`config.mk`:
```
export PLATFORM = sky130hd
export DESIGN_NAME = dice_roller_bcd
export DESIGN_NICKNAME = d
export VERILOG_FILES = /design/src/rtl/dice_roller_bcd.sv
export SDC_FILE = /design/constraint.sdc
export NUM_CORES = 1
export LEC_CHECK = 0
export BUFFER_PORTS_ARGS = -buffer_cell sky130_fd_sc_hd__buf_2
export CELL_PAD_IN_SITES_DETAIL_PLACEMENT = 0
export CELL_PAD_IN_SITES_GLOBAL_PLACEMENT = 1
export CORE_ASPECT_RATIO = 1.5
export CORE_MARGIN = 3
export CORE_UTILIZATION = 51
export CTS_CLUSTER_SIZE = 12
export DETAILED_ROUTE_END_ITERATION = 6
export PLACE_DENSITY = 0.84
export REMOVE_ABC_BUFFERS = 1
export SETUP_SLACK_MARGIN = 0.15
export SYNTH_ARGS = -nofsm -noshare
export SYNTH_HDL_FRONTEND = slang
export SYNTH_SLANG_ARGS = --single-unit
```
`constraint.sdc`:
```
create_clock -name clk -period 11.45 [get_ports clk]
set_input_delay 1.7175 -clock clk [delete_from_list [all_inputs] [get_ports clk]]
set_output_delay 1.7175 -clock clk [all_outputs]
set_load 0.02 [all_outputs]
```
`src/rtl/dice_roller_bcd.sv`:
```
// Dice roller: per-button debounce, BCD roll counter that cycles N..1 while the
// button is held, and a saturating BCD running sum shown when not rolling.
module dice_roller_bcd #(
   parameter int DIGITS     = 3,
   parameter int DEB_CYCLES = 4
) (
   input  logic                clk,
   input  logic                rst,
   input  logic [5:0]          btn,
   input  logic                accum,
   input  logic                clear,
   output logic [4*DIGITS-1:0] result,
   output logic [2:0]          die,
   output logic                rolling,
   output logic                done,
   output logic                sat
);

   localparam int W = 4 * DIGITS;
   localparam logic [W-1:0] BCD_ONE   = {{(W-4){1'b0}}, 4'h1};
   localparam logic [W-1:0] BCD_NINES = {DIGITS{4'h9}};

   typedef enum logic [1:0] {
      S_IDLE = 2'd0,
      S_ROLL = 2'd1,
      S_DONE = 2'd2,
      S_LOCK = 2'd3
   } state_t;

   state_t       r_state;
   state_t       w_state_nxt;
   logic [5:0]   r_deb;
   logic [7:0]   r_deb_cnt [6];
   logic [2:0]   r_die;
   logic [W-1:0] r_cnt;
   logic [W-1:0] r_sum;
   logic         r_sat;
   logic [2:0]   w_first;
   logic [W:0]   w_add;

   // Die size in BCD; the 100 of a d100 truncates to 00 on a two-digit display.
   function automatic logic [W-1:0] die_size(input logic [2:0] d);
      logic [15:0] v;
      case (d)
         3'd0:    v = 16'h0004;
         3'd1:    v = 16'h0006;
         3'd2:    v = 16'h0008;
         3'd3:    v = 16'h0010;
         3'd4:    v = 16'h0020;
         3'd5:    v = 16'h0100;
         default: v = 16'h0004;
      endcase
      return v[W-1:0];
   endfunction

   function automatic logic [W-1:0] bcd_dec(input logic [W-1:0] v);
      logic [W-1:0] r;
      logic         b;
      r = v;
      b = 1'b1;
      for (int d = 0; d < DIGITS; d++) begin
         if (b) begin
            if (v[4*d +: 4] == 4'd0) begin
               r[4*d +: 4] = 4'd9;
            end else begin
               r[4*d +: 4] = v[4*d +: 4] - 4'd1;
               b = 1'b0;
            end
         end else begin
            r[4*d +: 4] = v[4*d +: 4];
         end
      end
      return r;
   endfunction

   // Returns {carry_out, sum}; carry_out means the sum overflowed DIGITS digits.
   function automatic logic [W:0] bcd_add(input logic [W-1:0] a, input logic [W-1:0] b);
      logic [W-1:0] s;
      logic         c;
      logic [4:0]   t;
      s = '0;
      c = 1'b0;
      for (int d = 0; d < DIGITS; d++) begin
         t = {1'b0, a[4*d +: 4]} + {1'b0, b[4*d +: 4]} + {4'd0, c};
         if (t > 5'd9) begin
            t = t + 5'd6;
            c = 1'b1;
         end else begin
            c = 1'b0;
         end
         s[4*d +: 4] = t[3:0];
      end
      return {c, s};
   endfunction

   function automatic logic [2:0] first_set(input logic [5:0] b);
      logic [2:0] r;
      r = 3'd0;
      for (int i = 5; i >= 0; i--) begin
         if (b[i]) begin
            r = 3'(i);
         end else begin
            r = r;
         end
      end
      return r;
   endfunction

   assign w_first = first_set(r_deb);
   assign w_add   = bcd_add(r_sum, r_cnt);

   // Debounce: a bit's level flips only after DEB_CYCLES straight differing samples.
   always_ff @(posedge clk) begin
      if (rst) begin
         r_deb <= 6'd0;
         for (int i = 0; i < 6; i++) begin
            r_deb_cnt[i] <= 8'd0;
         end
      end else begin
         for (int i = 0; i < 6; i++) begin
            if (btn[i] != r_deb[i]) begin
               if (r_deb_cnt[i] == 8'(DEB_CYCLES - 1)) begin
                  r_deb[i]     <= btn[i];
                  r_deb_cnt[i] <= 8'd0;
               end else begin
                  r_deb_cnt[i] <= r_deb_cnt[i] + 8'd1;
               end
            end else begin
               r_deb_cnt[i] <= 8'd0;
            end
         end
      end
   end

   // State register.
   always_ff @(posedge clk) begin
      if (rst) begin
         r_state <= S_IDLE;
      end else begin
         r_state <= w_state_nxt;
      end
   end

   // Next state; LOCK holds until every button is released.
   always_comb begin
      w_state_nxt = r_state;
      case (r_state)
         S_IDLE: begin
            if (|r_deb) w_state_nxt = S_ROLL;
            else        w_state_nxt = S_IDLE;
         end
         S_ROLL: begin
            if (!r_deb[r_die]) w_state_nxt = S_DONE;
            else               w_state_nxt = S_ROLL;
         end
         S_DONE: begin
            if (|r_deb) w_state_nxt = S_LOCK;
            else        w_state_nxt = S_IDLE;
         end
         S_LOCK: begin
            if (r_deb == 6'd0) w_state_nxt = S_IDLE;
            else               w_state_nxt = S_LOCK;
         end
         default: w_state_nxt = S_IDLE;
      endcase
   end

   // Die latch and roll counter; counter freezes on the edge leaving ROLL.
   always_ff @(posedge clk) begin
      if (rst) begin
         r_die <= 3'd0;
         r_cnt <= '0;
      end else begin
         case (r_state)
            S_IDLE: begin
               if (|r_deb) begin
                  r_die <= w_first;
                  r_cnt <= die_size(w_first);
               end else begin
                  r_die <= r_die;
                  r_cnt <= r_cnt;
               end
            end
            S_ROLL: begin
               if (r_deb[r_die]) begin
                  if (r_cnt == BCD_ONE) r_cnt <= die_size(r_die);
                  else                  r_cnt <= bcd_dec(r_cnt);
               end else begin
                  r_cnt <= r_cnt;
               end
            end
            default: begin
               r_die <= r_die;
               r_cnt <= r_cnt;
            end
         endcase
      end
   end

   // Running sum and sticky saturation flag; clear overrides the DONE update.
   always_ff @(posedge clk) begin
      if (rst) begin
         r_sum <= '0;
         r_sat <= 1'b0;
      end else if (clear) begin
         r_sum <= '0;
         r_sat <= 1'b0;
      end else if (r_state == S_DONE) begin
         if (!accum) begin
            r_sum <= r_cnt;
         end else if (w_add[W]) begin
            r_sum <= BCD_NINES;
            r_sat <= 1'b1;
         end else begin
            r_sum <= w_add[W-1:0];
         end
      end else begin
         r_sum <= r_sum;
      end
   end

   assign result  = (r_state == S_ROLL) ? r_cnt : r_sum;
   assign die     = r_die;
   assign rolling = (r_state == S_ROLL);
   assign done    = (r_state == S_DONE);
   assign sat     = r_sat;

endmodule

```
## After elaboration in Yosys (flattened, before gate mapping)

Memory sizes are Yosys's and may differ from the RTL's.
Index checks and enable logic that the tools add are counted.

| operators by class | value |
|---|---|
| add/sub/neg operators | 17 |
| order comparisons | 4 |
| equality and inequality tests | 30 |
| mux-type cells | 130 |
| bitwise gates (word level) | 18 |
| reduce and logical (&&, ||, !) cells | 19 |

Operator list:

| cell | number |
|---|---|
| $mux 8 | 18 |
| $pmux 9 s5 | 2 |
| $mux 1 | 84 |
| $mux 12 | 6 |
| $add 8x1->8 const B | 6 |
| $eq 8x2->1 const B | 6 |
| $mux 4 | 8 |
| $pmux 12 s2 | 1 |
| $mux 3 | 6 |
| $or 1x1->1 | 18 |
| $add 4x4->5 | 3 |
| $gt 5x4->1 const B | 3 |
| $reduce_and 2->1 | 7 |
| $add 4x3->4 const B | 3 |
| $eq 12x1->1 const B | 1 |
| $eq 3x2->1 const B | 4 |
| $eq 3x3->1 const B | 4 |
| $logic_not 4->1 | 3 |
| $sub 4x1->4 const B | 3 |
| $add 5x1->5 | 2 |
| $pmux 2 s4 | 1 |
| $reduce_and 4->1 | 2 |
| $eq 3x1->1 const B | 2 |
| $logic_not 6->1 | 1 |
| 14 further kinds | 24 |

| word-level totals | value |
|---|---|
| bits in registers | 36 |
| memory bits (writable) | 48 |
| input bits | 10 |
| logic and storage cells | 232 |
| memories kept | 1 |

Memories:

| memory | depth | bits a word | read ports | clocked after Yosys merged registers in | wr ports | line | text |
|---|---|---|---|---|---|---|---|
| r_deb_cnt | 6 | 8 | 6 | 0 | 6 | 33 | `logic [7:0] r_deb_cnt [6];` |

## Logic depth before layout (Yosys ltp)

Gate-level depths: netlist of the first run.

| logic depth | value |
|---|---|
| depth after elaboration | 15 |
| depth in mapped cells | 23 |
| depth with buffers taken out | 22 |

## Worst setup path after synthesis of the first run

OpenSTA, ideal clock, no wires.

| timing path | value |
|---|---|
| path type | register -> register |
| from | register r_cnt[1] |
| to | register r_sum[5] |
| data arrival time | 4.984 ns |
| required time | 11.330 ns |
| setup slack | 6.346 ns |
| stages on the path, launching flop included | 23 |
| path through | dfxtp_1 clkbuf_1 inv_1 fa_1 xor2_1 a21oi_1 nor3_1 fa_1 inv_1 fa_1 a21o_1 a21oi_1 a21boi_0 fa_1 inv_1 fa_1 xor2_1 nor2_1 a211o_1 and4_1 clkbuf_1 o221a_2 o31a_1 |

| between the ends | value |
|---|---|
| word-level cells in the longest chain between the ends | 11 |
| elaborated cells between the ends (all ways) | 13 |

RTL lines:

| what | line | text |
|---|---|---|
| from (decl) | 35 | `logic [W-1:0] r_cnt;` |
| from (signal assigned) | 178 | `r_cnt <= die_size(w_first);` |
| from (signal assigned) | 181 | `r_cnt <= r_cnt;` |
| from (signal assigned) | 186 | `if (r_cnt == BCD_ONE) r_cnt <= die_size(r_die);` |
| $add 4x4->5 * | 84 | `t = {1'b0, a[4*d +: 4]} + {1'b0, b[4*d +: 4]} + {4'd0, c};` |
| $gt 5x4->1 * | 85 | `if (t > 5'd9) begin` |
| $mux 1 * | 85 |  |
| $add 5x1->5 * | 84 |  |
| $gt 5x4->1 | 85 |  |
| $mux 1 | 85 |  |
| $add 5x1->5 | 84 |  |
| $gt 5x4->1 | 85 |  |
| $mux 1 | 85 |  |
| $mux 12 * | 211 | `end else if (w_add[W]) begin` |
| $mux 12 * | 209 | `if (!accum) begin` |
| to (signal assigned) | 210 | `r_sum <= r_cnt;` |
| to (signal assigned) | 215 | `r_sum <= w_add[W-1:0];` |
| to (signal assigned) | 218 | `r_sum <= r_sum;` |
| to (decl) | 36 | `logic [W-1:0] r_sum;` |

Mark *: on every way between the ends. The rest lies on a longest branch, timed or not.
A chain may end at the register's enable or synchronous reset.

## Worst setup path after layout of the first run

| timing path | value |
|---|---|
| from | register r_cnt[0] |
| to | register r_sum[10] |

| between the ends | value |
|---|---|
| word-level cells in the longest chain between the ends | 11 |
| elaborated cells between the ends (all ways) | 13 |

RTL lines:

| what | line |
|---|---|
| $add 4x4->5 * | 84 |
| $gt 5x4->1 * | 85 |
| $mux 1 * | 85 |
| $add 5x1->5 * | 84 |
| $gt 5x4->1 * | 85 |
| $mux 1 * | 85 |
| $add 5x1->5 * | 84 |
| $add 4x3->4 or $gt 5x4->1 (tied branches) | 86, 85 |
| $mux 4 or $mux 1 (tied branches) | 85 |
| $mux 12 * | 211 |
| $mux 12 * | 209 |

Marked as above.

==> results.cfg, run 1 <==
[clock_network]
path_clk_slew_ns = 0.07
clock_latency_ns = 0.34
cts.htree.levels = 3
cts_setup_buffers = 0
cts_made_buffers = 9
hold_buffers = 0
tritoncts = done
cts_root_buffer = clkbuf_16
cts_resized = 0
clk_path_buf_depth = 2
clock-sinks = 84

[setup_path]
crit_top_cell = fa_1
cp_cell_sequence = ha_1 > inv_1 > fa_1 > xor2_1 > a21oi_1 > nor3_1 > fa_1 > inv_1 > fa_1 > a21o_1 > a21oi_1 > a21boi_0 > fa_1 > inv_1 > fa_1 > xor2_1 > nor2_1 > a211o_1 > and4_1 > a221oi_1 > nor2_1
crit_slowest_cell = dfxtp_1
critPathArrivalTime_ns = 5.80
critPathMaxStageDelay_ns = 0.54
worstSetupPathType = register to register
cp-start-kind = register
path_max_fanout = 12
crit_buf_inv = 3
path_delay_family = adder cells
crit_required_ns = 11.68
crit_path_end_kind = register

[hold_path]
hold_class = register to register

[global_routing]
grt_max_degree = 32
top_usage_layer = met2
met1_usage = 0.248
grt_pass1_wl_um = 18900
grt_pass1_vias = 4130
use_met2 = 0.372
use_met3 = 0.0320
antenna_found_initial = 0
grt-ovfl-total = 0
gr-usage-all-layers = 0.212

[logic_synthesis]
netlist_instances = 565
yosysSeqAreaShare = 0.424
synth_area_um2 = 5100
ys_ff_latch = 84
synth_area_leaders = edfxtp_1, dfxtp_1, nor2_1
ys_warn_count = 0
synth.top_cell.area_share = 0.282
synthDistinctLibCells = 63
ys.flop_type = edfxtp_1
postSynthAreaPerCell_um2 = 9.04
ys_async_sr_fraction = 0
yosys.area.top_type = edfxtp_1
synth_edf_count = 48

[route]
drt-initial-drc-count = 224
vias_per_cell = 5.57
antenna_left = 0
vias = 4202
firstDrtPassIters = 4
drc = 0
wl_um = 11200
wl_per_cell_um = 14.8

[finish]
area_delta_synth_final_pct = 13.7
final_nets = 670
drive_above_1_share = 0.0906
num_antenna_cells = 0
fillers = 884
multi_input_area_um2 = 2970
regArea_um2 = 2160

[sta]
hold_viol = 0
period_needed_ns = 5.58
relSlewSlack = 0.412
finalSetupViolations = 0
fin_skew_ns = 0.0115
grt_setup_unrepaired = no
fmax_mhz = 179
setup_tns_ns = 0
tightest_slew_ns = 0.880
drv_slew = 0
fin_crit_sh = 0.487

[power_and_ir_drop]
peakVddDrop_uv = 74.7
p_leak_nw = 2.41
power_density_nw_per_um2 = 123
power_mw = 0.712

[flow_run]
maxCapViolCount = 0

[floorplanning]
die_h_um = 129
start_util = 0.524
core_area_um2 = 9740
ios = 28
rows = 44
dieArea_um2 = 11300
die_x_um = 87.7

[place]
dp_hpwl_um = 8250
portBuffers = 27
finalWeightedCongestion = 0.830

[status]
status = completed
==> stage by stage <==
stage	hold slack, ns	utilization	instance area, um2	setup WS [ns]	cells
after floorplan	0.426	-	5210	6.54	597
after global placement	0.435	0.564	5490	6.15	739
after detailed placement	0.441	0.564	5490	5.95	739
after CTS	0.455	0.595	5800	5.93	755
after global routing	0.483	0.595	5800	5.46	755
final	0.465	0.595	5800	5.87	755
==> worst paths after layout <==
check | cells after the start | startpoint | to | slack [ns]
worst min register to register | 1 | r_sum[8] | r_sum[8] | 0.46
worst max-delay path | 21 | r_cnt[0] | r_sum[10] | 5.87
worst max register to register | 21 | r_cnt[0] | r_sum[10] | 5.87
worst min-delay path | 1 | r_sum[8] | r_sum[8] | 0.46
==> power breakdown <==
part           switching (mW)  total [mW]  internal, mW  leakage (nW)
Combinational          0.0385      0.0634        0.0248          1.49
Sequential             0.0161       0.349         0.333         0.784
Clock                   0.123       0.300         0.177         0.146
==> state kept, by name, summed over array words and instances (netlist names) <==
name       count
die            3
r_cnt         12
r_deb          6
r_deb_cnt     48
r_state        2
r_sum         12
sat            1
==> layout make-up <==
class / count / area share
clock inverters: 6 / 0.0123
well taps: 115 / 0.0248
multi-input cells: 491 / 0.512
repair buffers: 27 / 0.0233
clock buffers: 10 / 0.0412
flip-flops and latches: 84 / 0.373
inverters: 22 / 0.0142
==> metal layers <==
layer,up-vias,wire length [um]
li1,2113,-
met4,0,261
met1,1974,4670
met2,92,5860
met5,-,0
met3,23,409
==> cells by family (layout without fill, tap and decap cells) <==
kind of cell    Yosys count  count (layout)  synth area share
fa+ha+maj                25              25            0.0686
compound gates           99              99             0.132
simple gates            256             256             0.233
mux                      13              13            0.0262
buf+inv                  37              65            0.0297
xor+xnor                 50              50            0.0858
flops                    84              84             0.424
other cells               1              48          0.000735
==> layout by cell type, fill, tap and decap left out, drive strengths merged, types with 7 or more instances in the layout <==
cell	n
clkbuf	10
a21o	7
mux2i	10
xnor2	18
nor2	95
conb	48
edfxtp	48
a31oi	7
ha	20
nand3	35
and3	14
a21oi	22
nor3	13
inv	23
xor2	32
buf	27
dfxtp	36
nor4	7
nand2	64
o21ai	23
==> Yosys cell counts, types with 10 or more instances <==
cell type and instances:
nor2_1 94, nand2_1 64, nor3_1 13, and3_1 14, a21oi_1 22, dfxtp_1 36, ha_1 20, nand3_1 35
xor2_1 32, edfxtp_1 48, xnor2_1 18, mux2i_1 10, o21ai_0 23, inv_1 21
Power figures use the tool's default switching activity.
==> run 2, diff against run 1 <==
--- a/config.mk
+++ b/config.mk
@@ -5,15 +5,16 @@
 export SDC_FILE = /design/constraint.sdc
 export NUM_CORES = 1
 export LEC_CHECK = 0
+export ABC_AREA = 1
 export BUFFER_PORTS_ARGS = -buffer_cell sky130_fd_sc_hd__buf_2
 export CELL_PAD_IN_SITES_DETAIL_PLACEMENT = 0
 export CELL_PAD_IN_SITES_GLOBAL_PLACEMENT = 1
 export CORE_ASPECT_RATIO = 1.5
 export CORE_MARGIN = 3
-export CORE_UTILIZATION = 51
+export CORE_UTILIZATION = 46
 export CTS_CLUSTER_SIZE = 12
 export DETAILED_ROUTE_END_ITERATION = 6
-export PLACE_DENSITY = 0.84
+export PLACE_DENSITY = 0.8
 export REMOVE_ABC_BUFFERS = 1
 export SETUP_SLACK_MARGIN = 0.15
 export SYNTH_ARGS = -nofsm -noshare
==> constraint.sdc (replaced) <==
create_clock -name clk -period 5.4 [get_ports clk]
set_input_delay 0.81 -clock clk [delete_from_list [all_inputs] [get_ports clk]]
set_output_delay 0.81 -clock clk [all_outputs]
set_load 0.02 [all_outputs]
==> results.cfg, run 2 <==
[route]
wl_per_cell_um = 12.2
drt-initial-drc-count = 150
antenna_left = 0
vias = 4642
wl_um = 11500
vias_per_cell = 4.94
firstDrtPassIters = 4
drc = 0

[floorplanning]
ios = 28
core_area_um2 = 11200
die_x_um = 93.6
dieArea_um2 = 12900
rows = 47
start_util = 0.474
die_h_um = 137

[global_routing]
grt_pass1_vias = 4364
gr-usage-all-layers = 0.187
grt-ovfl-total = 0
grt_pass1_wl_um = 19200
grt_max_degree = 27
antenna_found_initial = 0

[setup_path]
crit_start = r_cnt[0]
critPathMaxStageDelay_ns = 0.41
crit_top_cell = nand2_1
crit_path_end_kind = register
critPathArrivalTime_ns = 5.07
path_delay_family = adder cells
crit_slowest_cell = dfxtp_1
worstSetupPathType = register to register
cp-start-kind = register
crit_buf_inv = 6
r2r_cells = 27
cp.depth = 27
path_max_fanout = 10
crit_required_ns = 5.61
rr_startpoint = r_cnt[0]

[sta]
period_needed_ns = 4.85
hold_viol = 0
setup_tns_ns = 0
fin_skew_ns = 0.00828
finalSetupViolations = 0
grt_setup_unrepaired = no
fin_crit_sh = 0.899
tightest_slew_ns = 0.671
drv_slew = 0
relSlewSlack = 0.550
fmax_mhz = 206

[hold_path]
holdPathStages = 2
hold_start = sat
hold_class = register to register

[logic_synthesis]
synth_area_um2 = 5300
yosysSeqAreaShare = 0.408
synth_edf_count = 48
ys_async_sr_fraction = 0
yosys.area.top_type = edfxtp_1
synth_common_cells = nand2_1, inv_1, nor2_1
ys_ff_latch = 84
yosysMostFrequentCell = nand2_1
synth_area_leaders = edfxtp_1, dfxtp_1, nand2_1
ys_warn_count = 0
ys.flop_type = edfxtp_1
postSynthAreaPerCell_um2 = 7.45
netlist_instances = 711
synthDistinctLibCells = 36
synth.top_cell.area_share = 0.272

[finish]
largest_register_ffs = 48
final_area_um2 = 6030
largest-register = r_deb_cnt
final_nets = 823
area_delta_synth_final_pct = 13.8
drive_above_1_share = 0.0845
fillers = 1121
num_antenna_cells = 0
final_cell_mix = nand2_1, inv_1, nor2_1, a21oi_1
top_regs = r_deb_cnt x48, r_cnt x12, r_sum x12
mostFrequentLayoutCell = nand2_1

[place]
placed_area_um2 = 5750
finalWeightedCongestion = 0.841
portBuffers = 27
dp_hpwl_um = 8860

[flow_run]
maxCapViolCount = 0

[clock_network]
cts_root_buffer = clkbuf_16
clock_latency_ns = 0.34
cts.htree.levels = 3
cts_setup_buffers = 0
hold_buffers = 0
clk_path_buf_depth = 2
clock-sinks = 84
cts_resized = 0
cts_made_buffers = 9
path_clk_slew_ns = 0.06
tritoncts = done

[power_and_ir_drop]
p_leak_nw = 2.71
peakVddDrop_uv = 187
power_density_nw_per_um2 = 251

[status]
status = completed
==> run 2: layout make-up <==
class,instances,area (um2),share of cell area
timing repair buffer,28,143,0.0237
sequential,84,2160,0.359
tap,147,184,0.0305
multi-input combinational,557,2860,0.474
clock buffer,9,225,0.0374
clock inverter,7,50.0,0.00830
inverter,108,405,0.0672
==> run 2: metrics by stage <==
stage	utilization	total power [mW]	instances	hold WS, ns	setup slack [ns]
3_5_place_dp	0.515	0.955	924	0.453	0.610
5_1_grt	0.540	1.60	940	0.492	0.175
4_1_cts	0.540	1.54	940	0.469	0.593
3_3_place_gp	0.515	0.950	924	0.450	0.843
6_report	0.540	1.52	940	0.462	0.547
2_1_floorplan	-	0.900	749	0.445	1.19
==> run 2: tightest hold or removal path, delay by kind of cell, from the launching register on <==
family / cells / cell delay, ns
flip-flops: 1 / 0.32
AND/OR/NAND/NOR: 1 / 0.07
AO/OA/AOI/OAI: 1 / 0.04
==> run 2: report_power, final <==
part | leakage [nW] | switching, mW | internal, mW
Clock | 0.128 | 0.262 | 0.313
Combinational | 1.80 | 0.136 | 0.0669
Sequential | 0.785 | 0.0280 | 0.709
Total | 2.71 | 0.427 | 1.09
==> run 2: final timing paths <==
check,end,slack (ns)
max reg2reg,r_sum[7],0.55
max,r_sum[7],0.55
min,sat,0.46
min reg2reg,sat,0.46
==> run 2: cell families after synthesis <==
family / after synthesis / share of synthesized area
buf+inv: 117 / 0.0855
other cells: 1 / 0.000708
flops: 84 / 0.408
compound gates: 121 / 0.116
simple gates: 352 / 0.305
fa+ha+maj: 25 / 0.0661
xor+xnor: 11 / 0.0182
==> run 2: metal layers <==
metal / GRT usage / wire length (um) / vias to the layer above
met1: 0.219 / 4980 / 2099
met3: 0.0344 / 383 / 24
met5: 0 / 0 / -
met4: 0.0755 / 246 / 0
li1: - / - / 2456
met2: 0.336 / 5870 / 63
